### config.mk
export PLATFORM = sky130hd
export DESIGN_NAME = id_ex_stage
export DESIGN_NICKNAME = d
export VERILOG_FILES = /design/src/rtl/id_ex_stage.sv
export SDC_FILE = /design/constraint.sdc
export NUM_CORES = 1
export LEC_CHECK = 0
export BUFFER_PORTS_ARGS = -buffer_cell sky130_fd_sc_hd__buf_2
export CAP_MARGIN = 15
export CORE_MARGIN = 2
export CORE_UTILIZATION = 25
export DETAILED_ROUTE_END_ITERATION = 10
export GPL_TIMING_DRIVEN = 1
export HOLD_SLACK_MARGIN = 0.12
export PLACE_DENSITY_LB_ADDON = 0.25
export SLEW_MARGIN = 25
export SYNTH_ARGS = -nofsm -noshare
export SYNTH_HDL_FRONTEND = slang
export SYNTH_SLANG_ARGS = --single-unit
### constraint.sdc
create_clock -name clk -period 2 [get_ports clk]
set_clock_uncertainty 0.2 [all_clocks]
set_input_delay 0.1 -clock clk [delete_from_list [all_inputs] [get_ports clk]]
set_output_delay 0.1 -clock clk [all_outputs]
set_load 0.005 [all_outputs]
### src/rtl/id_ex_stage.sv
// ID/EX pipeline register with ALU-control decode, load-use hazard detection
// and EX/MEM + MEM/WB operand forwarding for a classic 5-stage integer pipeline.
module id_ex_stage #(
  parameter int WIDTH = 32
) (
  input  logic             clk,
  input  logic             reset,
  input  logic             id_valid,
  input  logic [WIDTH-1:0] id_rs_data,
  input  logic [WIDTH-1:0] id_rt_data,
  input  logic [WIDTH-1:0] id_imm,
  input  logic [4:0]       id_rs,
  input  logic [4:0]       id_rt,
  input  logic [4:0]       id_rd,
  input  logic [1:0]       id_aluop,
  input  logic [5:0]       id_funct,
  input  logic             id_alusrc,
  input  logic             id_regdst,
  input  logic             id_regwrite,
  input  logic             id_memread,
  input  logic             id_memwrite,
  input  logic             id_memtoreg,
  input  logic             flush,
  input  logic             exmem_regwrite,
  input  logic [4:0]       exmem_rd,
  input  logic [WIDTH-1:0] exmem_result,
  input  logic             memwb_regwrite,
  input  logic [4:0]       memwb_rd,
  input  logic [WIDTH-1:0] memwb_result,
  output logic [WIDTH-1:0] alu_a,
  output logic [WIDTH-1:0] alu_b,
  output logic [2:0]       alu_sel,
  output logic [WIDTH-1:0] ex_wdata,
  output logic [4:0]       ex_dst,
  output logic             ex_valid,
  output logic             ex_regwrite,
  output logic             ex_memread,
  output logic             ex_memwrite,
  output logic             ex_memtoreg,
  output logic             stall
);

  logic             valid_q,    valid_d;
  logic             regwrite_q, regwrite_d;
  logic             memread_q,  memread_d;
  logic             memwrite_q, memwrite_d;
  logic             memtoreg_q, memtoreg_d;
  logic             alusrc_q,   alusrc_d;
  logic [2:0]       alu_sel_q,  alu_sel_d;
  logic [4:0]       dst_q,      dst_d;
  logic [4:0]       rs_q,       rs_d;
  logic [4:0]       rt_q,       rt_d;
  logic [WIDTH-1:0] rs_data_q,  rs_data_d;
  logic [WIDTH-1:0] rt_data_q,  rt_data_d;
  logic [WIDTH-1:0] imm_q,      imm_d;

  logic             bubble;
  logic [WIDTH-1:0] fwd_rs;
  logic [WIDTH-1:0] fwd_rt;

  // Load in EX whose destination is a source of the instruction in ID.
  always_comb begin
    stall = id_valid && valid_q && memread_q && (dst_q != 5'd0) &&
            ((dst_q == id_rs) || (dst_q == id_rt));
  end

  always_comb begin
    bubble = flush || stall || !id_valid;
  end

  always_comb begin
    alu_sel_d = 3'b010;
    case (id_aluop)
      2'b00: alu_sel_d = 3'b010;
      2'b01: alu_sel_d = 3'b110;
      2'b11: alu_sel_d = 3'b001;
      default: begin
        case (id_funct)
          6'b100000: alu_sel_d = 3'b010;
          6'b100010: alu_sel_d = 3'b110;
          6'b100100: alu_sel_d = 3'b000;
          6'b100101: alu_sel_d = 3'b001;
          6'b101010: alu_sel_d = 3'b111;
          default:   alu_sel_d = 3'b011;
        endcase
      end
    endcase
  end

  // Data fields are captured even for a bubble; only the controls are killed.
  always_comb begin
    valid_d    = id_valid    && !bubble;
    regwrite_d = id_regwrite && !bubble;
    memread_d  = id_memread  && !bubble;
    memwrite_d = id_memwrite && !bubble;
    memtoreg_d = id_memtoreg && !bubble;
    alusrc_d   = id_alusrc;
    dst_d      = id_regdst ? id_rd : id_rt;
    rs_d       = id_rs;
    rt_d       = id_rt;
    rs_data_d  = id_rs_data;
    rt_data_d  = id_rt_data;
    imm_d      = id_imm;
  end

  always_ff @(posedge clk) begin
    if (reset) begin
      valid_q    <= 1'b0;
      regwrite_q <= 1'b0;
      memread_q  <= 1'b0;
      memwrite_q <= 1'b0;
      memtoreg_q <= 1'b0;
      alusrc_q   <= 1'b0;
      alu_sel_q  <= 3'b000;
      dst_q      <= 5'd0;
      rs_q       <= 5'd0;
      rt_q       <= 5'd0;
      rs_data_q  <= '0;
      rt_data_q  <= '0;
      imm_q      <= '0;
    end else begin
      valid_q    <= valid_d;
      regwrite_q <= regwrite_d;
      memread_q  <= memread_d;
      memwrite_q <= memwrite_d;
      memtoreg_q <= memtoreg_d;
      alusrc_q   <= alusrc_d;
      alu_sel_q  <= alu_sel_d;
      dst_q      <= dst_d;
      rs_q       <= rs_d;
      rt_q       <= rt_d;
      rs_data_q  <= rs_data_d;
      rt_data_q  <= rt_data_d;
      imm_q      <= imm_d;
    end
  end

  // Nearer producer (EX/MEM) wins; $0 is never forwarded.
  always_comb begin
    if (exmem_regwrite && (exmem_rd != 5'd0) && (exmem_rd == rs_q))
      fwd_rs = exmem_result;
    else if (memwb_regwrite && (memwb_rd != 5'd0) && (memwb_rd == rs_q))
      fwd_rs = memwb_result;
    else
      fwd_rs = rs_data_q;
  end

  always_comb begin
    if (exmem_regwrite && (exmem_rd != 5'd0) && (exmem_rd == rt_q))
      fwd_rt = exmem_result;
    else if (memwb_regwrite && (memwb_rd != 5'd0) && (memwb_rd == rt_q))
      fwd_rt = memwb_result;
    else
      fwd_rt = rt_data_q;
  end

  always_comb begin
    alu_a       = fwd_rs;
    alu_b       = alusrc_q ? imm_q : fwd_rt;
    ex_wdata    = fwd_rt;
    alu_sel     = alu_sel_q;
    ex_dst      = dst_q;
    ex_valid    = valid_q;
    ex_regwrite = regwrite_q;
    ex_memread  = memread_q;
    ex_memwrite = memwrite_q;
    ex_memtoreg = memtoreg_q;
  end

endmodule

==> results of run 1 <==
what timing repair did:
item	CTS	global route
hold buffers	204	3
pin swaps	64	34
setup buffers	13	10
resized for setup	185	163
hold endpoints to repair	120	1
cloned	12	4
setup endpoints to repair	96	100
flip-flops by register name, indices dropped and copies added (netlist names), 3 cells and up:
signal,cells
imm_q,32
rs_data_q,32
rt_data_q,32
ex_dst,5
rs_q,5
rt_q,5
alu_sel,3
worst min-delay path: cells and delay by family:
family | cells | cell delay [ps]
AOI/OAI and AO/OA | 2 | 340
buffers and inverters | 1 | 130
xor gates and xnor gates | 1 | 120
and+or+nand+nor | 1 | 70
logic make-up (layout without fill, tap and decap cells):
family | after synthesis | after routing | share of synthesized area
AOI/OAI and AO/OA | 105 | 105 | 0.113
DFF | 120 | 120 | 0.410
and+or+nand+nor | 267 | 267 | 0.261
xor gates and xnor gates | 30 | 30 | 0.0449
other | 0 | 3 | 0
buffers and inverters | 65 | 647 | 0.0464
muxes | 69 | 69 | 0.125
where the power goes:
part           internal [mW]  total (mW)  switching [mW]
combinational           1.16        2.04           0.879
clock                   1.73        3.04            1.31
sequential              2.52        2.60          0.0784
total                   5.41        7.67            2.26
stage by stage:
step / power [mW] / cells / hold WS [ps] / util
final: 7.67 / 1554 / 203 / 0.574
after global routing: 7.98 / 1553 / 209 / 0.574
after CTS: 7.49 / 1546 / 193 / 0.534
after detailed placement: 3.85 / 1285 / 101 / 0.361
after global placement: 3.84 / 1285 / 99.6 / 0.361
after floorplan: 3.15 / 656 / -8.23 / -
worst paths after layout:
kind,end
max,alu_b[19]
min,ex_valid
max reg2reg,ex_memwrite
min reg2reg,ex_valid
metal layers:
| metal | global-route usage | vias to the layer above | part of all wire |
|---|---|---|---|
| met5 | 0 | - | 0.00090 |
| met4 | 0.0706 | 4 | 0.018 |
| met3 | 0.0559 | 36 | 0.057 |
| li1 | - | 3486 | - |
| met1 | 0.262 | 3524 | 0.41 |
| met2 | 0.400 | 292 | 0.51 |
Yosys cell counts, types with 7 or more instances:
master | n | area (sq um)
a21oi_1 | 36 | 180
a31oi_1 | 32 | 200
and2_1 | 7 | 43.8
and3_1 | 23 | 144
buf_1 | 7 | 26.3
buf_2 | 7 | 35.0
clkbuf_1 | 45 | 169
dfxtp_1 | 120 | 2400
mux2_2 | 31 | 349
mux2i_1 | 37 | 370
nand4_1 | 35 | 219
nor2_1 | 42 | 158
nor2b_1 | 107 | 669
nor3_1 | 34 | 170
o31ai_1 | 32 | 240
xnor2_1 | 24 | 210
area by class of cell:
| class | count | area (sq um) | share of cell area |
|---|---|---|---|
| diodes | 3 | 7.51 | 0.000572 |
| well taps | 313 | 392 | 0.0298 |
| inverters | 2 | 7.51 | 0.000572 |
| flip-flops and latches | 120 | 2420 | 0.185 |
| clock buffers | 17 | 425 | 0.0324 |
| repair buffers | 613 | 5100 | 0.389 |
| multi-input cells | 471 | 4620 | 0.352 |
| clock inverters | 15 | 141 | 0.0108 |
==> impl_metrics.py, run 1 <==
metrics = {
    "outcome": {
        "status": "finished, violations left",
        "violations": "negative setup slack",
    },
    "floorplanning": {
        "die_h_um": 157,
        "core-area_sq_um": 22800,
        "ios": 315,
        "start_util": 0.256,
        "die_w_um": 157,
        "num_rows": 55,
        "die-area_sq_um": 24700,
    },
    "critical_path": {
        "crit_arrival_ps": 2290,
        "cp-start-kind": "flip-flop",
        "required_ps": 1700,
        "crit_buf_inv": 4,
        "critPathMaxFanout": 9,
        "r2r_cells": 5,
        "r2r_slack_ps": 440,
        "path_common_cell": "buf_6",
        "rr_startpoint": "ex_dst[4]",
        "path_class": "reg2out",
        "cp.depth": 9,
        "critPathCaptureType": "primary output",
        "crit_chain": "xnor2_4 -> nand4_1 -> buf_6 -> buf_6 -> buf_12 -> o31ai_4 -> a31oi_4 -> mux2_2 -> buf_2",
        "cp_slowest_cell": "dfxtp_4",
        "cp_top_family": "buffers and inverters",
        "crit_start": "rt_q[0]",
        "slowest_delay_ps": 370,
    },
    "global_routing": {
        "overflow": 0,
        "grt_usage": 0.224,
        "antenna_found_initial": 4,
        "grt_max_degree": 63,
        "first_global_vias": 7535,
        "grt_pass1_wl_um": 41900,
    },
    "layout": {
        "nNetsFinal": 1430,
        "drive_above_1_share": 0.523,
        "layout_common_cells": "298 x buf_2, 203 x dlygate4sd3_1, 110 x dfxtp_1",
        "final_common_cell": "buf_2",
        "syn2layout_area_growth_pct": 124,
        "stdcell_area_sq_um": 13100,
        "fillers": 1927,
    },
    "worst_hold_path": {
        "holdPathStages": 5,
        "holdCritStartpoint": "id_rt[2]",
        "holdCritPathClass": "in2reg",
    },
    "placed_design": {
        "place_area_sq_um": 8250,
        "hpwl_um": 17300,
        "place.gp.congestion": 0.782,
        "post-place-ws_ps": -355,
        "port_buffers": 314,
    },
    "clock_network": {
        "cts_tree": "done",
        "clockRootBuffer": "clkbuf_16",
        "clock_sinks": 120,
        "clk_path_buf_depth": 2,
        "clkLatencyLatePin_ps": 420,
        "cts_made_buffers": 17,
        "path_clk_slew_ps": 60,
        "htree_levels": 4,
    },
    "logic_synthesis": {
        "seq_area_frac_synth": 0.410,
        "syn_area_per_cell_sq_um": 8.92,
        "syn_inst": 656,
        "synth_edf_count": 0,
        "ys.flop_type": "dfxtp_1",
        "syn_area_sq_um": 5850,
        "ys_types": 35,
        "synth-seq-cells": 120,
        "synth_fp_nets": 861,
        "synth_warnings": 0,
        "ys_async_sr_fraction": 0,
    },
    "sta": {
        "hold_viol": 0,
        "rsz0062_at_grt": "true",
        "slew_violations": 0,
        "max_slew_margin": 0.658,
        "final.setup.tns_ps": -44550,
        "timing.final.crit_period_ps": 2590,
        "setup_slack_ps": -589,
        "clock.fmax_mhz": 386,
        "setup_viol": 96,
        "fin_crit_sh": 1.29,
        "tightest_slew_ps": 513,
    },
    "route": {
        "routed_wl_um": 29900,
        "remaining_drc_errors": 0,
        "wl_per_cell_um": 19.2,
        "drtIter0Drc": 334,
        "firstDrtPassIters": 4,
        "postRouteAntennaNets": 0,
        "routed-via-count": 7342,
        "viasPerCell": 4.72,
    },
    "power_and_ir_drop": {
        "p_leak_nw": 5.59,
        "power_density_nw_per_um2": 585,
        "ir_drop_v": 0.000609,
    },
    "job": {
        "cap_violations": 0,
    },
}
(Power assumes the default switching activity.)
==> run 2, diff against run 1 <==
CORE_ASPECT_RATIO = 1.25   (was unset)
PLACE_DENSITY_LB_ADDON = unset   (was 0.25)
==> run 2 against run 1 <==
  * The run still ends with negative setup slack left
  * Final cell count increased by 0.77%
  * Clock-buffer cell count increased by 4
  * Flip-flop and latch count unchanged
  * Non-clock buffer count increased by 40
  * Register-to-register slack improved by 70 ps
  * Critical endpoint is now alu_b[10]
==> impl_metrics.py, run 2 (synthesis gave the netlist of run 1 again) <==
metrics = {
    "layout": {
        "syn2layout_area_growth_pct": 129,
        "layout_common_cells": "295 x buf_2, 240 x dlygate4sd3_1, 110 x dfxtp_1",
        "diodes": 0,
        "final_common_cell": "buf_2",
        "nNetsFinal": 1470,
        "largestRegisters": "imm_q x32, rs_data_q x32, rt_data_q x32",
        "drive_above_1_share": 0.509,
        "stdcell_area_sq_um": 13400,
    },
    "floorplanning": {
        "core-area_sq_um": 23000,
        "die_w_um": 141,
        "start_util": 0.255,
        "num_rows": 62,
        "die-area_sq_um": 24700,
        "die_h_um": 175,
        "ios": 315,
    },
    "power_and_ir_drop": {
        "ir_drop_v": 0.000587,
        "seqPwrFrac": 0.331,
        "finalPower_mw": 7.85,
        "power_frac_clock": 0.399,
        "p_sw_frac": 0.281,
        "p_comb_frac": 0.270,
        "switching_power_mw": 2.21,
        "p_leak_nw": 5.79,
        "power_density_nw_per_um2": 585,
        "p_int_mw": 5.64,
    },
    "global_routing": {
        "grt_usage": 0.241,
        "first_global_vias": 8290,
        "grt_use_met3": 0.0471,
        "grt_pass1_wl_um": 45300,
        "met2_usage": 0.447,
        "overflow": 0,
        "grt_max_degree": 75,
        "antenna_found_initial": 0,
        "met1_usage": 0.255,
        "busiest_layer": "met2",
    },
    "critical_path": {
        "r2r_slack_ps": 510,
        "crit_arrival_ps": 2330,
        "cp-start-kind": "flip-flop",
        "cp_top_family": "buffers and inverters",
        "rr_startpoint": "ex_dst[4]",
        "crit_chain": "buf_6 -> xnor2_2 -> nand4_1 -> buf_4 -> nor3_1 -> a31oi_4 -> mux2_2 -> buf_2",
        "critPathMaxFanout": 22,
        "crit_start": "rt_q[4]",
        "crit_buf_inv": 3,
        "cp_slowest_cell": "nor3_1",
        "path_class": "reg2out",
        "slowest_delay_ps": 400,
        "required_ps": 1700,
        "r2r_cells": 5,
        "worstReg2RegEnd": "ex_regwrite",
        "critPathCaptureType": "primary output",
    },
    "sta": {
        "timing.final.crit_period_ps": 2630,
        "fin_crit_sh": 1.31,
        "setup_slack_ps": -629,
        "clock.fmax_mhz": 380,
        "setup_viol": 96,
        "max_slew_margin": 0.663,
        "tightest_slew_ps": 506,
        "hold_viol": 0,
        "slew_violations": 0,
        "final.setup.tns_ps": -46840,
        "rsz0062_at_grt": "true",
    },
    "clock_network": {
        "path_clk_slew_ps": 60,
        "clockRootBuffer": "clkbuf_16",
        "clock_sinks": 120,
        "cts_made_buffers": 17,
        "cts_tree": "done",
        "clk_path_buf_depth": 2,
        "htree_levels": 4,
        "clkLatencyLatePin_ps": 420,
    },
    "worst_hold_path": {
        "holdCritPathClass": "in2reg",
        "holdPathStages": 5,
        "holdCritStartpoint": "id_rt[1]",
        "hold_end": "ex_valid",
    },
    "route": {
        "remaining_drc_errors": 0,
        "wl_per_cell_um": 21.0,
        "viasPerCell": 5.00,
        "routed_wl_um": 32900,
        "postRouteAntennaNets": 0,
        "firstDrtPassIters": 5,
        "drtIter0Drc": 422,
        "routed-via-count": 7832,
    },
    "placed_design": {
        "place.gp.congestion": 0.821,
        "post-place-ws_ps": -358,
        "port_buffers": 314,
        "hpwl_um": 17500,
        "place_area_sq_um": 8180,
    },
    "outcome": {
        "violations": "negative setup slack",
        "status": "finished, violations left",
    },
    "job": {
        "cap_violations": 0,
    },
}
[run 2: cell types whose count changed in the layout (fill, tap and decap cells not counted), moves of 4 or more]
cell	before	now
nor2_1	22	15
buf_12	28	20
a31oi_2	9	13
buf_4	30	40
nor3_2	23	18
a31oi_4	23	19
nor3_1	6	12
inv_6	5	0
nor2_4	13	20
dlygate4sd3_1	203	240
[run 2: through the flow]
step,utilization,hold WS [ps],std cells
floorplan,-,-8.23,656
global placement,0.356,99.0,1260
detailed placement,0.356,105,1260
CTS,0.550,122,1562
global route,0.585,201,1566
finish,0.585,112,1566
[run 2: layer usage]
metal	part of all wire	vias up
met2	0.53	448
met5	0	-
met4	0.047	0
met1	0.36	3701
met3	0.064	127
li1	-	3556
[run 2: worst min-delay path: stages]
cell	delay, ps
buf_2	120
xnor2_1	110
nand2_1	50
o22ai_1	140
a21oi_1	150
[run 2: worst max path at each step]
stage	end	slack, ps	depth (start not counted)
after global placement	alu_b[31]	-340	8
after floorplan	alu_b[10]	-20	7
after detailed placement	alu_b[31]	-360	8
final	alu_b[10]	-630	8
after CTS	alu_b[1]	-540	8
after global routing	alu_b[10]	-720	8
[run 2: cell type report]
type / instances / area, sq um
multi-input combinational: 471 / 4610
tap: 288 / 360
clock inverter: 11 / 123
clock buffer: 21 / 470
fill: 1775 / 9540
inverter: 2 / 7.51
timing repair buffer: 653 / 5430
sequential: 120 / 2420
[run 2: repair_timing]
item	in CTS	in global routing
endpoints found under the hold margin	120	0
resized for setup	200	135
hold buffers	242	0
pin swaps	56	33
setup buffers	18	6
gates cloned	11	5
endpoints found under the setup margin	96	98
[run 2: power groups by stage]
stage	registers (mW)	clock network [mW]	logic, mW
floorplan	2.61	0	0.543
global placement	2.62	0	1.23
detailed placement	2.62	0	1.23
CTS	2.59	3.17	1.87
global route	2.61	3.29	2.23
finish	2.60	3.13	2.12
